===== src/rtl/sr_pkg.sv =====
// Shared definitions for the SR command sequencer: FSM state encoding, op constants, counter width.
package sr_pkg;

  typedef enum logic [1:0] {
    IDLE  = 2'd0,
    PULSE = 2'd1,
    GAP   = 2'd2,
    CHECK = 2'd3
  } sr_state_t;

  localparam logic OP_SET   = 1'b1;
  localparam logic OP_RESET = 1'b0;

  // Wide enough for PULSE_W and GAP_W up to 15.
  localparam int CNT_W = 4;

endpackage


===== src/rtl/sr_cmd_fifo.sv =====
// Synchronous 1-bit command FIFO. DEPTH is a power of two, so the pointers wrap modulo DEPTH
// simply by overflowing. A push while full and a pop while empty are both ignored.
module sr_cmd_fifo #(
  parameter int DEPTH = 4
) (
  input  logic                   clk,
  input  logic                   rst,
  input  logic                   push,
  input  logic                   pop,
  input  logic                   din,
  output logic                   dout,
  output logic                   full,
  output logic                   empty,
  output logic [$clog2(DEPTH):0] count
);

  localparam int AW = $clog2(DEPTH);

  logic [DEPTH-1:0] mem_r;
  logic [AW-1:0]    wr_ptr_r;
  logic [AW-1:0]    rd_ptr_r;
  logic [AW:0]      count_r;
  logic             push_s;
  logic             pop_s;

  assign full   = (count_r == (AW+1)'(DEPTH));
  assign empty  = (count_r == (AW+1)'(0));
  assign push_s = push && !full;
  assign pop_s  = pop && !empty;
  assign dout   = mem_r[rd_ptr_r];
  assign count  = count_r;

  // Storage, pointers and occupancy; a simultaneous push and pop leaves count unchanged.
  always_ff @(posedge clk or posedge rst) begin
    if (rst) begin
      mem_r    <= {DEPTH{1'b0}};
      wr_ptr_r <= {AW{1'b0}};
      rd_ptr_r <= {AW{1'b0}};
      count_r  <= {(AW+1){1'b0}};
    end else begin
      if (push_s) begin
        mem_r[wr_ptr_r] <= din;
        wr_ptr_r        <= wr_ptr_r + AW'(1);
      end
      if (pop_s) begin
        rd_ptr_r <= rd_ptr_r + AW'(1);
      end
      case ({push_s, pop_s})
        2'b10:   count_r <= count_r + (AW+1)'(1);
        2'b01:   count_r <= count_r - (AW+1)'(1);
        default: count_r <= count_r;
      endcase
    end
  end

endmodule


===== src/rtl/sr_cmd_sequencer.sv =====
// Queues set/reset commands and replays them as non-overlapping S/R pulses to an SR flip-flop.
// Optional readback check of the flip-flop output is enabled by defining SR_READBACK_CHECK_EN.
module sr_cmd_sequencer
  import sr_pkg::*;
#(
  parameter int DEPTH   = 4,
  parameter int PULSE_W = 2,
  parameter int GAP_W   = 1
) (
  input  logic                   clk,
  input  logic                   rst,
  input  logic                   req_valid,
  input  logic                   req_op,
  output logic                   req_ready,
  output logic                   S,
  output logic                   R,
  output logic                   busy,
  output logic [$clog2(DEPTH):0] count
`ifdef SR_READBACK_CHECK_EN
  ,
  input  logic                   q_in,
  output logic                   err
`endif
);

  localparam logic [CNT_W-1:0] PULSE_LAST = CNT_W'(PULSE_W - 1);
  localparam logic [CNT_W-1:0] GAP_LAST   = CNT_W'((GAP_W > 0) ? (GAP_W - 1) : 0);

  sr_state_t        state_r;
  sr_state_t        state_s;
  logic [CNT_W-1:0] cnt_r;
  logic [CNT_W-1:0] cnt_s;
  logic             op_r;
  logic             op_s;
  logic             s_next_s;
  logic             r_next_s;
  logic             launch_s;
  logic             pop_s;
  logic             push_s;
  logic             head_s;
  logic             full_s;
  logic             empty_s;

  assign push_s    = req_valid && !full_s;
  assign req_ready = !full_s;
  assign busy      = (state_r != IDLE) || !empty_s;

  sr_cmd_fifo #(.DEPTH(DEPTH)) u_fifo (
    .clk   (clk),
    .rst   (rst),
    .push  (push_s),
    .pop   (pop_s),
    .din   (req_op),
    .dout  (head_s),
    .full  (full_s),
    .empty (empty_s),
    .count (count)
  );

  // Next-state logic. Whenever a phase ends in IDLE with a command waiting, the next pulse
  // launches on the same edge so back-to-back pulses are spaced by exactly the gap.
  always_comb begin
    state_s  = state_r;
    cnt_s    = cnt_r;
    op_s     = op_r;
    s_next_s = S;
    r_next_s = R;
    launch_s = 1'b0;
    pop_s    = 1'b0;
    case (state_r)
      IDLE: begin
        launch_s = !empty_s;
      end
      PULSE: begin
        if (cnt_r == PULSE_LAST) begin
          s_next_s = 1'b0;
          r_next_s = 1'b0;
          cnt_s    = {CNT_W{1'b0}};
`ifdef SR_READBACK_CHECK_EN
          state_s  = CHECK;
`else
          if (GAP_W > 0) begin
            state_s = GAP;
          end else begin
            state_s  = IDLE;
            launch_s = !empty_s;
          end
`endif
        end else begin
          cnt_s = cnt_r + CNT_W'(1);
        end
      end
`ifdef SR_READBACK_CHECK_EN
      CHECK: begin
        if (GAP_W > 0) begin
          state_s = GAP;
        end else begin
          state_s  = IDLE;
          launch_s = !empty_s;
        end
      end
`endif
      GAP: begin
        if (cnt_r == GAP_LAST) begin
          state_s  = IDLE;
          launch_s = !empty_s;
        end else begin
          cnt_s = cnt_r + CNT_W'(1);
        end
      end
      default: begin
        state_s  = IDLE;
        cnt_s    = {CNT_W{1'b0}};
        s_next_s = 1'b0;
        r_next_s = 1'b0;
      end
    endcase
    if (launch_s) begin
      pop_s    = 1'b1;
      state_s  = PULSE;
      cnt_s    = {CNT_W{1'b0}};
      op_s     = head_s;
      s_next_s = head_s;
      r_next_s = !head_s;
    end else begin
      pop_s = 1'b0;
    end
  end

  // State, counter and registered S/R drive; reset drops S/R immediately.
  always_ff @(posedge clk or posedge rst) begin
    if (rst) begin
      state_r <= IDLE;
      cnt_r   <= {CNT_W{1'b0}};
      op_r    <= OP_RESET;
      S       <= 1'b0;
      R       <= 1'b0;
    end else begin
      state_r <= state_s;
      cnt_r   <= cnt_s;
      op_r    <= op_s;
      S       <= s_next_s;
      R       <= r_next_s;
    end
  end

`ifdef SR_READBACK_CHECK_EN
  // Sticky readback error: Q must match the op just issued while in CHECK.
  always_ff @(posedge clk or posedge rst) begin
    if (rst) begin
      err <= 1'b0;
    end else if ((state_r == CHECK) && (q_in != op_r)) begin
      err <= 1'b1;
    end else begin
      err <= err;
    end
  end
`endif

endmodule


===== config.mk =====
export PLATFORM = sky130hd
export DESIGN_NAME = sr_cmd_sequencer
export DESIGN_NICKNAME = d
export VERILOG_FILES = /design/src/rtl/sr_pkg.sv /design/src/rtl/sr_cmd_fifo.sv /design/src/rtl/sr_cmd_sequencer.sv
export SDC_FILE = /design/constraint.sdc
export NUM_CORES = 1
export LEC_CHECK = 0
export CAP_MARGIN = 20
export CORE_MARGIN = 5
export CORE_UTILIZATION = 56
export CTS_CLUSTER_SIZE = 25
export DETAILED_ROUTE_END_ITERATION = 16
export PLACE_DENSITY_LB_ADDON = 0.2
export SLEW_MARGIN = 20
export SYNTH_ARGS = -nofsm -noshare
export SYNTH_HDL_FRONTEND = slang
export SYNTH_HIERARCHICAL = 1
export SYNTH_SLANG_ARGS = --single-unit

===== constraint.sdc =====
create_clock -name clk -period 2.8 [get_ports clk]
set_clock_uncertainty 0.1 [all_clocks]
set_input_delay 0.56 -clock clk [delete_from_list [all_inputs] [get_ports clk]]
set_output_delay 0.56 -clock clk [all_outputs]
set_load 0.03 [all_outputs]

; Word-level counts from Yosys, hierarchy flattened
; Cells that the tools add are included.
[totals]
register_bits = 19
out_inout_bits = 7
in_bits = 4
word_cells = 65
[classes]
eq_ne = 11
n_addsub = 5
n_lt_le_gt_ge = 3
mux = 21
n_reduce_logical = 17
[op_table]
columns = operator, count
row1 = $mux W4, 3
row2 = $pmux W4 S3, 1
row3 = $ne A3 B3 Y1 const B, 3
row4 = $mux W1, 7
row5 = $lt A2 B3 Y1 const B, 2
row6 = $mux W2, 3
row7 = $pmux W2 S3, 1
row8 = $pmux W3 S2, 1
row9 = $add A2 B1 Y2 const B, 2
row10 = $add A4 B1 Y4 const B, 1
row11 = $bwmux W4, 1
row12 = $eq A2 B1 Y1 const B, 2
row13 = $eq A2 B2 Y1 const B, 2
row14 = $eq A4 B1 Y1 const B, 1
row15 = $logic_and A1 B1 Y1, 4
row16 = $logic_not A4 Y1, 1
row17 = $pmux W1 S2, 2
row18 = $reduce_and A2 Y1, 2
row19 = $reduce_bool A2 Y1, 2
row20 = $add A3 B1 Y3 const B, 1
row21 = $eq A3 B3 Y1 const B, 1
row22 = $logic_not A1 Y1, 3
row23 = $logic_not A3 Y1, 1
row24 = $reduce_and A3 Y1, 1
row25 = other kinds (9), 9

; Logic depth before layout (Yosys ltp)
[depth]
depth_word = 8
mapped_depth = 12
ltp_nobuf = 12

; By module
; The synthesis kept the hierarchy.
[by_module_without_submodules]
columns = mod, n_inst, area_per_inst_um2, cells_per_inst
row1 = sr_cmd_fifo, 1, 609.3, 55
row2 = sr_cmd_sequencer, 1, 576.8, 56

; Least setup slack after synthesis
; OpenSTA, ideal clock, no wires.
[synth_timing]
kind = register to register
startpoint = reg state_r[0]
endpoint = reg u_fifo.count_r[2], in the netlist u_fifo/count[2]
path_stages_with_launch = 13
setup_ns = 0.081
slack_ns = 0.361
period_less_slack_ns = 2.439
path_buffers = 0
required_ns = 2.619
t_arrival_ns = 2.258
path_cell_list = dfrtp_1 > inv_1 > ha_1 > and4bb_4 > o21bai_4 > inv_2 > o31a_2 > ha_1 > inv_1 > fa_1 > xor2_1 > nor2_1 > xor2_1
[synth_between]
elab_chain_len = 6
word_cells_on_any_way = 9
[synth_rtl]
columns = element, line_no
row1 = "start, declared", sr_cmd_sequencer.sv:29  ; sr_state_t state_r;
row2 = "start signal, assigned", sr_cmd_sequencer.sv:139  ; state_r <= state_s;
row3 = $eq A2 B2 Y1 / $logic_not A2 Y1 (equally long branches), sr_cmd_sequencer.sv:70  ; case (state_r)
row4 = $pmux W1 S2 (*), sr_cmd_sequencer.sv:70
row5 = net launch_s, sr_cmd_sequencer.sv:37  ; logic launch_s;
row6 = $mux W1 (*), sr_cmd_sequencer.sv:118  ; if (launch_s) begin
row7 = $logic_and A1 B1 Y1 (*), sr_cmd_fifo.sv:29  ; assign pop_s = pop && !empty;
row8 = net u_fifo.pop_s, sr_cmd_fifo.sv:24  ; logic pop_s;
row9 = $eq A2 B1 Y1 / $eq A2 B2 Y1 (equally long branches), sr_cmd_fifo.sv:48  ; case ({push_s, pop_s})
row10 = $pmux W3 S2 / $reduce_bool A2 Y1 (equally long branches), --
row11 = "end signal, assigned", sr_cmd_fifo.sv:49  ; 2'b10: count_r <= count_r + (AW+1)'(1);
row12 = "end signal, assigned", sr_cmd_fifo.sv:50  ; 2'b01: count_r <= count_r - (AW+1)'(1);
row13 = "end signal, assigned", sr_cmd_fifo.sv:51  ; default: count_r <= count_r;
row14 = "end, declared", sr_cmd_fifo.sv:22  ; logic [AW:0] count_r;
; Mark *: on every way through the listed nets, which the timed path passes. The rest lies on a longest branch.
; A chain may end at the register's enable or synchronous reset.

; Worst setup path after layout
; Ends and elaborated chain as after synthesis.

==> results.sh <==
export IMPL_vias=825
export IMPL_cts_reportedPaths_clkPinSlew_ps=110
export IMPL_die_w_um=56.0
export IMPL_worstMarginPinSlew_ps=433
export IMPL_drive_gt1_share_pct=17.3
export IMPL_worstPathCellList="inv_1 -> ha_2 -> and4bb_4 -> o21bai_4 -> inv_2 -> o31a_2 -> ha_1 -> inv_1 -> fa_1 -> xor2_1 -> nor2_1 -> xor2_1"
export IMPL_syn_inst=111
export IMPL_vdd_drop_max_uv=755
export IMPL_end_kind="register"
export IMPL_io_pins=11
export IMPL_syn_to_final_growth_pct=14.5
export IMPL_viasPerCell=5.36
export IMPL_outcome="complete, no violations"
export IMPL_dieHeight_um=56.0
export IMPL_async_reset_ff_share_pct=100
export IMPL_start_kind="register"
export IMPL_wire_per_inst_um=13.6
export IMPL_firstDrtPassIters=4
export IMPL_rows=16
export IMPL_slew_viol_final=0
export IMPL_synth_edf_count=0
export IMPL_dpl_cell_area_mm2=0.00133
export IMPL_final_cell_mix="19 x dfrtp_1, 14 x inv_1, 13 x nand2_1"
export IMPL_netlist_area_mm2=0.00119
export IMPL_grt_pass1_vias=843
export IMPL_fmax_mhz=382
export IMPL_diodes=0
export IMPL_path_max_fanout=6
export IMPL_core_area_mm2=0.00198
export IMPL_maxCapViolations=0
export IMPL_final_area_mm2=0.00136
export IMPL_cts_tree="done"
export IMPL_synthesis_nets=127
export IMPL_ys_ff_latch=19
export IMPL_place_congestion=0.805
export IMPL_die_area_mm2=0.00314
export IMPL_drtIter0Drc=11
export IMPL_clk_latency_ps=300
export IMPL_fin_hold_ws_ps=409
export IMPL_yosysSeqAreaShare_pct=40.1
export IMPL_cts_root_buf="clkbuf_4"
export IMPL_ctsHtreeMaxLevel=1
export IMPL_timing_slew_headroom_pct=71.1
export IMPL_clock_sink_count=19
export IMPL_hpwl_um=1650
export IMPL_hold_class="reg2reg"
export IMPL_grt_pass1_wl_um=3770
export IMPL_final_common_cell="dfrtp_1"
export IMPL_synthFlopType="dfrtp_1"
export IMPL_cts_buffers=3
export IMPL_drtAntennaViolNets=0
export IMPL_overflow=0
export IMPL_fin_crit_sh_pct=93.5
export IMPL_leakage_nw=0.605
export IMPL_cp_required_ps=2920
export IMPL_numPortBuffers=10
export IMPL_start_util_pct=59.8
export IMPL_final_hold_violation_count=0
export IMPL_clk_path_buf_depth=2
export IMPL_drc=0
export IMPL_powerDensity_mw_per_mm2=1200
export IMPL_fin_tns_setup_ps=0
export IMPL_antenna_found_initial=0
export IMPL_synth_cell_type_count=35
export IMPL_grtUsageTotal_pct=14.9
export IMPL_wl_um=2090
export IMPL_fin_nets=144
export IMPL_post_cts_buffers=0
export IMPL_syn_area_per_cell_um2=10.7
export IMPL_grt_max_degree=12
export IMPL_path_class="reg2reg"
export IMPL_rsz0062_at_grt="no"
export IMPL_crit_path_max_incr_delay_ps=420
export IMPL_fillCellCount=158
export IMPL_min_period_ps=2620
export IMPL_crit_arrival_ps=2740
export IMPL_slowest_stage="dfrtp_1"
export IMPL_setup_viol=0
export IMPL_yosysWarningCount=6
## state kept, by name, summed over array words and instances, names as in the netlist
signal and cells:
u_fifo/wr_ptr_r 2, u_fifo/rd_ptr_r 2, u_fifo/mem_r 4, S 1, cnt_r 4, R 1
state_r 2, u_fifo/count 3
## cells by family (layout without fill, tap and decap cells)
group	count (synthesis)	count (layout)	synth area share, %
simple gates	28	28	14.3
compound gates	26	26	17.2
flops	19	19	40.1
buf+inv	17	33	6.65
fa+ha+maj	12	12	13.3
xor+xnor	6	6	4.43
mux	3	3	4.01
## layout make-up
class | count | area, µm² | share of cell area, %
clock buffers | 3 | 22.5 | 1.66
clock inverters | 1 | 5.00 | 0.369
inverters | 15 | 56.3 | 4.15
multi-input cells | 75 | 634 | 46.7
flip-flops and latches | 19 | 475 | 35.0
well taps | 27 | 33.8 | 2.49
repair buffers | 14 | 130 | 9.59
## metrics by stage
step	util (%)	cells	total power [mW]	setup WS (ps)
2_1_floorplan	-	111	1.26	361
3_3_place_gp	67.0	150	1.47	270
3_5_place_dp	67.0	150	1.50	198
4_1_cts	68.4	154	1.64	144
5_1_grt	68.5	154	1.78	32.5
6_report	68.5	154	1.63	183
## power by group
part           switching [mW]  leakage (nW)  internal (mW)
logic                   0.516         0.351          0.469
clock network          0.0862        0.0177         0.0532
registers               0.114         0.237          0.396
## synth_stat cells (2+ instances only)
cell type | n | area share (%)
xnor2_1 | 3 | 2.2
dfrtp_1 | 19 | 40
nand2b_1 | 2 | 1.1
xor2_1 | 3 | 2.2
nand2_1 | 13 | 4.1
buf_6 | 2 | 1.9
o21ai_0 | 11 | 4.6
nor2_1 | 3 | 0.95
nand3_1 | 3 | 1.3
o2111ai_1 | 2 | 1.5
o211ai_1 | 2 | 1.3
ha_1 | 11 | 12
o31a_2 | 2 | 1.7
inv_1 | 14 | 4.4
## worst max-delay path, delay by kind of cell (launching register included)
kind | cells | cell delay (ps)
fa+ha+maj | 3 | 800
compound gates | 2 | 250
xor+xnor | 2 | 310
buf+inv | 3 | 210
simple gates | 2 | 450
flops | 1 | 420
## worst paths after layout
check                                                from                             end  slack, ps  cells past startpoint
max in group asynchronous                             rst  u_fifo/rd_ptr_r[1]$_DFFE_PP0P_       1830                      2
min reg2reg                u_fifo/rd_ptr_r[1]$_DFFE_PP0P_  u_fifo/rd_ptr_r[1]$_DFFE_PP0P_        410                      1
min                        u_fifo/rd_ptr_r[1]$_DFFE_PP0P_  u_fifo/rd_ptr_r[1]$_DFFE_PP0P_        410                      1
max                                state_r[0]$_DFFE_PP0P_     u_fifo/count[2]$_DFFE_PP0P_        180                     12
max reg2reg                        state_r[0]$_DFFE_PP0P_     u_fifo/count[2]$_DFFE_PP0P_        180                     12
min in group asynchronous                             rst          state_r[0]$_DFFE_PP0P_        420                      2
## what timing repair did
item                                    4_1_cts  5_1_grt
hold buffers                                  0        0
endpoints found under the setup margin        0        1
resized for setup                             0        1
endpoints found under the hold margin         0        0
## routing by layer
layer  GRT usage [%]  wire length, µm  vias to the layer above
met4            6.78               27                        0
met1            18.2              943                      403
met5               0                0                        -
met2            25.5             1080                        9
li1                -                -                      409
met3            2.32               39                        4
(Power assumes the default switching activity.)
